--- config.mk ---
export PLATFORM = sky130hd
export DESIGN_NAME = master_tx_ltssm
export DESIGN_NICKNAME = d
export VERILOG_FILES = /design/src/rtl/master_tx_ltssm.sv
export SDC_FILE = /design/constraint.sdc
export NUM_CORES = 1
export LEC_CHECK = 0
export ABC_AREA = 1
export CORE_ASPECT_RATIO = 0.9
export CORE_UTILIZATION = 40
export CTS_BUF_LIST = sky130_fd_sc_hd__clkbuf_8
export DETAILED_ROUTE_END_ITERATION = 8
export PLACE_DENSITY = 0.66
export SLEW_MARGIN = 5
export SYNTH_ARGS = -nofsm -noshare
export SYNTH_HDL_FRONTEND = slang
export SYNTH_SLANG_ARGS = --single-unit
--- constraint.sdc ---
create_clock -name clk -period 3.4 [get_ports clk]
set_input_delay 0.68 -clock clk [delete_from_list [all_inputs] [get_ports clk]]
set_output_delay 0.68 -clock clk [all_outputs]
set_load 0.03 [all_outputs]
--- src/rtl/master_tx_ltssm.sv ---
// TX-side LTSSM helper: selects the ordered set per substate, counts generator acks, pulses finish.
// Outputs are registered (one-cycle latency); osValid is held until the generator acks with osAck.
module master_tx_ltssm #(
  parameter int POLL_ACTIVE_TS = 1024,
  parameter int POST_RX_COUNT  = 16,
  parameter int CONFIG_MIN_TS  = 1
) (
  input  logic        clk,
  input  logic        reset,
  input  logic [3:0]  substate,
  input  logic        restart,
  input  logic        rxDone,
  input  logic        osAck,
  output logic        osValid,
  output logic [1:0]  osType,
  output logic        padLink,
  output logic        padLane,
  output logic        txElectricalIdle,
  output logic [10:0] sentCount,
  output logic        finish
);

  localparam logic [10:0] PollTh = 11'(POLL_ACTIVE_TS);
  localparam logic [10:0] CfgTh  = 11'(CONFIG_MIN_TS);
  localparam logic [10:0] PostTh = 11'(POST_RX_COUNT);

  localparam logic [1:0] OsTs1  = 2'b01;
  localparam logic [1:0] OsTs2  = 2'b10;
  localparam logic [1:0] OsIdle = 2'b11;

  typedef enum logic [1:0] {IDLE, SEND, DRAIN, DONE} state_t;

  state_t      state, stateN;
  logic [3:0]  lastSubstate, lastSubstateN;
  logic        rxSeen, rxSeenN;
  logic [10:0] postRxCnt, postRxCntN;
  logic [10:0] sentCountN, sentInc;
  logic        osValidN, padLinkN, padLaneN, txElectricalIdleN, finishN;
  logic [1:0]  osTypeN;
  logic        newReq, xfer, rxOK;

  assign newReq  = (substate != lastSubstate) || restart;
  assign xfer    = osValid && osAck;
  assign rxOK    = rxSeen || rxDone;
  assign sentInc = (xfer && (sentCount != 11'h7FF)) ? sentCount + 11'd1 : sentCount;

  always_comb begin
    stateN            = state;
    lastSubstateN     = lastSubstate;
    rxSeenN           = rxSeen;
    postRxCntN        = postRxCnt;
    sentCountN        = sentCount;
    osValidN          = osValid;
    osTypeN           = osType;
    padLinkN          = padLink;
    padLaneN          = padLane;
    txElectricalIdleN = txElectricalIdle;
    finishN           = 1'b0;

    case (state)
      IDLE: begin
        if (newReq) begin
          lastSubstateN = substate;
          sentCountN    = '0;
          rxSeenN       = 1'b0;
          postRxCntN    = '0;
          case (substate)
            4'd0, 4'd1: begin
              txElectricalIdleN = 1'b1;
              finishN           = 1'b1;
              stateN            = DONE;
            end
            4'd10: begin
              txElectricalIdleN = 1'b0;
              osValidN          = 1'b0;
            end
            4'd2, 4'd3, 4'd4, 4'd5, 4'd6, 4'd7, 4'd8, 4'd9: begin
              txElectricalIdleN = 1'b0;
              osValidN          = 1'b1;
              stateN            = SEND;
              padLinkN          = (substate <= 4'd3);
              padLaneN          = (substate <= 4'd5);
              case (substate)
                4'd3, 4'd8: osTypeN = OsTs2;
                4'd9:       osTypeN = OsIdle;
                default:    osTypeN = OsTs1;
              endcase
            end
            default: ;
          endcase
        end
      end

      SEND: begin
        if (newReq) begin
          // Forget the accepted substate so a restart-triggered abort is re-accepted next cycle.
          stateN        = IDLE;
          osValidN      = 1'b0;
          lastSubstateN = 4'hF;
        end else begin
          sentCountN = sentInc;
          rxSeenN    = rxOK;
          case (lastSubstate)
            4'd3, 4'd8, 4'd9: begin
              if (rxOK) stateN = DRAIN;
            end
            4'd2: begin
              if (rxOK && (sentInc >= PollTh)) begin
                stateN   = DONE;
                osValidN = 1'b0;
                finishN  = 1'b1;
              end
            end
            4'd4, 4'd5, 4'd6, 4'd7: begin
              if (rxOK && (sentInc >= CfgTh)) begin
                stateN   = DONE;
                osValidN = 1'b0;
                finishN  = 1'b1;
              end
            end
            default: ;
          endcase
        end
      end

      DRAIN: begin
        if (newReq) begin
          stateN        = IDLE;
          osValidN      = 1'b0;
          lastSubstateN = 4'hF;
        end else if (xfer) begin
          postRxCntN = postRxCnt + 11'd1;
          sentCountN = sentInc;
          if ((postRxCnt + 11'd1) == PostTh) begin
            stateN   = DONE;
            osValidN = 1'b0;
            finishN  = 1'b1;
          end
        end
      end

      default: begin
        stateN = IDLE;
      end
    endcase
  end

  always_ff @(posedge clk or negedge reset) begin
    if (!reset) begin
      state            <= IDLE;
      lastSubstate     <= 4'hF;
      rxSeen           <= 1'b0;
      postRxCnt        <= '0;
      sentCount        <= '0;
      osValid          <= 1'b0;
      osType           <= 2'b00;
      padLink          <= 1'b0;
      padLane          <= 1'b0;
      txElectricalIdle <= 1'b1;
      finish           <= 1'b0;
    end else begin
      state            <= stateN;
      lastSubstate     <= lastSubstateN;
      rxSeen           <= rxSeenN;
      postRxCnt        <= postRxCntN;
      sentCount        <= sentCountN;
      osValid          <= osValidN;
      osType           <= osTypeN;
      padLink          <= padLinkN;
      padLane          <= padLaneN;
      txElectricalIdle <= txElectricalIdleN;
      finish           <= finishN;
    end
  end

endmodule

=== After elaboration in Yosys (flattened, before gate mapping) ===
Cells that the tools add are included.
W data, S select, Z words.

* Flip-flop bits (word level): 36
* Output and inout port bits: 18
* Logic and storage cells: 130

* Add/subtract/negate cells: 2
* $lt $le $gt $ge: 4
* Eq/ne operators: 37
* Mux-type cells: 48
* Reduce and logical (&&, ||, !) cells: 28

{| class="wikitable"
|+ Operators with widths
! kind !! count
|-
| $mux W11 || 7
|-
| $pmux W11 S3 || 1
|-
| $eq A4 B3 Y1 const B || 8
|-
| $add A11 B1 Y11 const B || 2
|-
| $pmux W11 S2 || 1
|-
| $eq A4 B4 Y1 const B || 5
|-
| $mux W1 || 17
|-
| $eq A4 B2 Y1 const B || 4
|-
| $mux W2 || 8
|-
| $reduce_and A8 Y1 || 2
|-
| $ne A4 B4 Y1 const B || 3
|-
| $pmux W2 S3 || 2
|-
| $reduce_and A3 Y1 || 4
|-
| $eq A11 B5 Y1 const B || 1
|-
| $ge A11 B1 Y1 const B || 1
|-
| $ge A11 B11 Y1 const B || 1
|-
| $ne A11 B11 Y1 const B || 1
|-
| $pmux W1 S2 || 5
|-
| $reduce_or A9 Y1 || 1
|-
| $mux W4 || 2
|-
| $ne A2 B2 Y1 const B || 4
|-
| $pmux W2 S2 || 2
|-
| $pmux W4 S2 || 1
|-
| $reduce_bool A2 Y1 || 4
|-
| other kinds (23) || 32
|}

=== Depth between registers and ports, before layout ===
* Depth after elaboration: 9
* Mapped depth: 18
* Depth with buffers taken out: 18

=== Least setup slack after synthesis ===
No wires, ideal clock.

* Path kind: register -> register
* From: register sentCount[0]
* To: register state[0]
* Setup time: 0.118 ns
* Data arrival time: 1.993 ns
* Required time: 3.282 ns
* Path slack: 1.289 ns
* Stages on the path, launching flop included: 18
* Path buffers: 1
* Clock period less this slack: 2.111 ns
* Cells stage by stage: dfrtp_1 ha_1 nand2_1 nor2_2 nand3_2 buf_6 nand3_1 nand2_1 nor2_1 nand2_1 nor2_1 nand2_1 nand2_1 nand2_1 nand2_1 nand2_1 nand4_1 nand2_1

* Word-level cells in the longest chain between the ends: 7

{| class="wikitable"
|+ RTL lines
! item !! RTL line !! text
|-
| from (decl) || 19 || <nowiki>output logic [10:0] sentCount,</nowiki>
|-
| from (signal assigned) || 166 || <nowiki>sentCount <= sentCountN;</nowiki>
|-
| parallel branches: the longest is 2 deep, another holds $add A11 B1 Y11 || -- ||
|-
| $mux W11 (*) || 45 || <nowiki>assign sentInc = (xfer && (sentCount != 11'h7FF)) ? sentCount + 11'd1 : sentCount;</nowiki>
|-
| $ge A11 B1 Y1 or $ge A11 B11 Y1 (tied branches) || 115, 108 ||
|-
| $logic_and A1 B1 Y1 (on tied branches) || 115, 108 ||
|-
| $ne A4 B4 Y1 (no source line) || -- ||
|-
| $reduce_and A8 Y1 (no source line) (*) || -- ||
|-
| to (signal assigned) || 162 || <nowiki>state <= stateN;</nowiki>
|-
| to (decl) || 33 || <nowiki>state_t state, stateN;</nowiki>
|}

Mark *: on every way between the ends.
A chain may end at the register's enable or synchronous reset.

=== Final worst setup path ===
* From: input substate[0]
* To: register postRxCnt[6]

* Word-level cells in the longest chain between the ends: 4

{| class="wikitable"
|+ RTL lines
! item !! RTL line !! text
|-
| from (decl) || 10 || <nowiki>input logic [3:0] substate,</nowiki>
|-
| $ne A4 B4 Y1 (*) || 42 || <nowiki>assign newReq = (substate != lastSubstate) || restart;</nowiki>
|-
| $logic_or A1 B1 Y1 (*) || 42 ||
|-
| $ne A2 B2 Y1 (no source line) || -- ||
|-
| $reduce_and A4 Y1 (no source line) (*) || -- ||
|-
| to (signal assigned) || 165 || <nowiki>postRxCnt <= postRxCntN;</nowiki>
|-
| to (decl) || 36 || <nowiki>logic [10:0] postRxCnt, postRxCntN;</nowiki>
|}

Mark *: on every way between the ends. The rest lies on a longest branch, timed or not.

==> reports/qor_table.md <==
| Stage | Parameter | This run |
|---|---|---|
| synth | Post-synthesis share of cell area spent on xor and xnor gates | 0.0358 |
| clock network | Number of buffers inserted by hold repair at cts | 0 |
| clock network | CTS root buffer | clkbuf_8 |
| job | Max-cap check violation count | 0 |
| worst hold path | Class of the most critical hold timing path | reg -> reg |
| grt | Maximum number of pins on one net before global-route repair | 37 |
| placed design | Area of placed instances | 0.00276 mm^2 |
| synth | Adder-cell share of the synthesized area | 0.0358 |
| synth | Share of synthesized registers carrying an async set or reset | 1.00 |
| power and ir drop | Leakage | 1.30 nW |
| die | Chip height | 76.2 um |
| clock network | Deepest clock path buffer count | 2 |
| detailed routing | Initial detailed-routing violation count | 159 |
| placed design | Routability cong. | 0.917 |
| synth | Synthesized netlist net count | 360 |
| placed design | Number of I/O port buffers | 26 |
| die | Area of the die | 0.00644 mm^2 |
| synth | Post-synthesis instance total | 344 |
| detailed routing | Number of vias in the routed layout | 2,355 |
| synth | Leading post-synthesis cells by cell area | dfrtp_1 32%, nand2_1 13%, inv_1 8.0% |
| sta | Slew Limit Headroom | 0.410 |
| detailed routing | WL/cell | 12.9 um |
| synth | Library cell with the largest summed area after synthesis | dfrtp_1 |
| clock network | CTS H-Tree Depth | 2 |
| sta | Max-slew violations | 0 |
| clock network | Post-CTS Repair Setup Buffers | 0 |
| worst setup path | Type of destination of the critical path | flop |
| sta | Setup Total Neg Slack | 0 ps |
| sta | Setup-failing EPs final | 0 |
| detailed routing | Final antenna-violating net count | 0 |
| detailed routing | 1st-pass router iterations | 7 |
| die | Die width | 84.5 um |
| die | Area of the core region | 0.00579 mm^2 |
| clock network | TritonCTS clock tree | built |
| synth | Dominant synthesized flop cell | dfrtp_1 |
| clock network | Resized cells post-CTS | 0 |
| finish | Antenna cell count | 0 |
| finish | Post-route standard cell area excluding fillers | 0.00286 mm^2 |
| die | Top-level port count | 27 |
| power and ir drop | Power density cells | 634 mW/mm^2 |
| synth | Number of enable flip-flop cells after synthesis | 0 |
| placed design | Half-perimeter wire length of the detailed placement result | 4.38 mm |
| sta | Period utilization | 0.750 |
| synth | Simple-Gate Fraction of Synth Area | 0.314 |
| grt | Gr ovfl total | 0 |
| synth | Post-synthesis instance area | 0.00245 mm^2 |
| sta | Clock skew | 12.7 ps |
| detailed routing | Total detailed-routing wirelength | 5.74 mm |
| clock network | Latest clock arrival within the worst-skew pair | 300 ps |
| clock network | TritonCTS buffer count | 5 |
| finish | Share of final-layout standard cells stronger than drive strength 1 | 0.0724 |
| grt | Wire length of the first global-routing pass | 10.2 mm |
| die | Std cell rows | 26 |
| detailed routing | Remaining design rule violation count | 2 |
| synth | Main combinational cell family by area after synthesis | simple AND/OR/NAND/NOR gates |
| finish | Area overhead of the layout relative to synthesis | 17.0% |
| clock network | TritonCTS Sinks | 36 |
| sta | Final period demand of the worst path | 2550 ps |
| power and ir drop | Power, Total | 1.82 mW |
| sta | Setup repair after global routing missed its margin | false |
| sta | Worst-margin pin slew | 885 ps |
| worst setup path | CP Launch Type | input port |
| worst setup path | WP data required | 3580 ps |
| synth | Number of register bits inferred by synthesis | 36 |
| power and ir drop | Peak supply drop | 393 uV |
| sta | Count of endpoints failing hold in the final timing report | 0 |
| worst setup path | Category of the most critical setup path | in -> reg |
| outcome | Outcome | finished, violations left |
| synth | Average cell area after synthesis | 7.12 um^2 |
| grt | Vias in the first global route | 2,208 |
| synth | Number of distinct standard cells referenced by the synthesized netlist | 34 |
| detailed routing | Routed via count divided by cell count | 5.32 |
| synth | Synth top cells by count | 83 x nand2_1, 52 x inv_1, 34 x nor2_1, 31 x dfrtp_1, 28 x o21ai_0 |
| finish | Number of nets in the final layout | 388 |
| grt | Initial antenna violation count | 0 |
| worst setup path | Data arrival time at the worst-slack endpoint | 2730 ps |
| synth | Sequential cell area fraction in the yosys report | 0.370 |
| worst setup path | Max Fanout on Critical Path | 11 |
| grt | GRT Util Overall | 0.198 |
| synth | Multiplexer share of the synthesized area | 0 |
| sta | Maximum operating frequency | 0.392 GHz |
| clock network | Clock edge transition at the registers on the reported setup and hold paths | 80 ps |
| outcome | Failing checks | design-rule violations |
| synth | Dominant cell by count in the synthesized netlist | nand2_1 |
| die | Initial core utilization | 0.423 |
| synth | Fraction of synthesized cell area taken by the top area cell type | 0.317 |
| synth | Complex-gate fraction of the synthesized area | 0.144 |
| synth | Count of synthesis-stage warnings from yosys | 0 |
[state kept, by name, indices dropped and copies added, names as in the netlist]
name              count
state                 2
txElectricalIdle      1
finish                1
sentCount            11
postRxCnt            11
lastSubstate          4
osValid               1
osType                2
rxSeen                1
padLane               1
padLink               1
[worst paths after layout]
path,startpoint,endpoint,slack [ps],depth (start not counted)
worst min-delay path,osType[1]$_DFFE_PN0P_,osType[1]$_DFFE_PN0P_,480,2
min in group asynchronous,reset,sentCount[2]$_DFFE_PN0P_,490,1
worst min register to register,osType[1]$_DFFE_PN0P_,osType[1]$_DFFE_PN0P_,480,2
worst max-delay path,substate[0],postRxCnt[6]$_DFFE_PN0P_,850,13
max in group asynchronous,reset,padLink$_DFFE_PN0P_,2340,1
worst max register to register,sentCount[0]$_DFFE_PN0P_,state[0]$_DFFE_PN0P_,950,18
[metal layers]
layer | wire (um) | vias up | track usage | part of all wire
li1 | - | 1185 | - | -
met1 | 2820 | 1086 | 0.283 | 0.49
met2 | 2510 | 71 | 0.296 | 0.44
met3 | 272 | 13 | 0.0379 | 0.047
met4 | 136 | 0 | 0.0746 | 0.024
met5 | 0 | - | 0 | 0
[placed cells by master, fill, tap and decap left out, types with 7 or more instances in the layout]
| cell | count |
|---|---|
| dfrtp_1 | 31 |
| inv_1 | 53 |
| nand3_1 | 24 |
| ha_1 | 7 |
| o21ai_0 | 28 |
| nand4_1 | 10 |
| xor2_1 | 10 |
| nor2_1 | 34 |
| nand2_1 | 83 |
| o22ai_1 | 15 |
| clkdlybuf4s50_1 | 25 |
| nor3_1 | 10 |
[critical path, cell delays in order]
cell             delay [ps]
clkdlybuf4s50_1         550
o22ai_1                 110
a21oi_1                 170
nand2_1                  90
nor2_2                  200
nand2_2                 110
nor2_2                  100
inv_1                    50
or2_4                   290
o21ai_4                 160
inv_2                    80
nand2_1                  60
o21ai_1                  60
[through the flow]
step / std cells / hold slack, ps / setup slack (ps) / utilization
2_1_floorplan: 344 / 384 / 1290 / -
3_3_place_gp: 435 / 467 / 560 / 0.476
3_5_place_dp: 435 / 471 / 551 / 0.476
4_1_cts: 443 / 487 / 875 / 0.495
5_1_grt: 443 / 524 / 609 / 0.495
6_report: 443 / 482 / 851 / 0.495
[final cells by class]
cell class              instances  area [um^2]
inverters                      54          203
flip-flops and latches         36          907
well taps                      70         87.6
repair buffers                 27          263
multi-input cells             248         1300
fillers                       570         2930
clock inverters                 3         38.8
clock buffers                   5         68.8
[power breakdown]
group	switching [mW]	leakage, nW	internal [mW]
clock	0.160	0.0593	0.215
combinational	0.563	0.770	0.294
sequential	0.0608	0.474	0.524
total	0.783	1.30	1.03
[kinds of logic (layout without fill, tap and decap cells)]
| logic type | after synthesis | in the layout |
|---|---|---|
| buf+inv | 60 | 89 |
| simple gates | 172 | 172 |
| compound gates | 59 | 59 |
| flops | 36 | 36 |
| xor+xnor | 10 | 10 |
| fa+ha+maj | 7 | 7 |
Note: power is estimated with default switching activity, not from simulation.
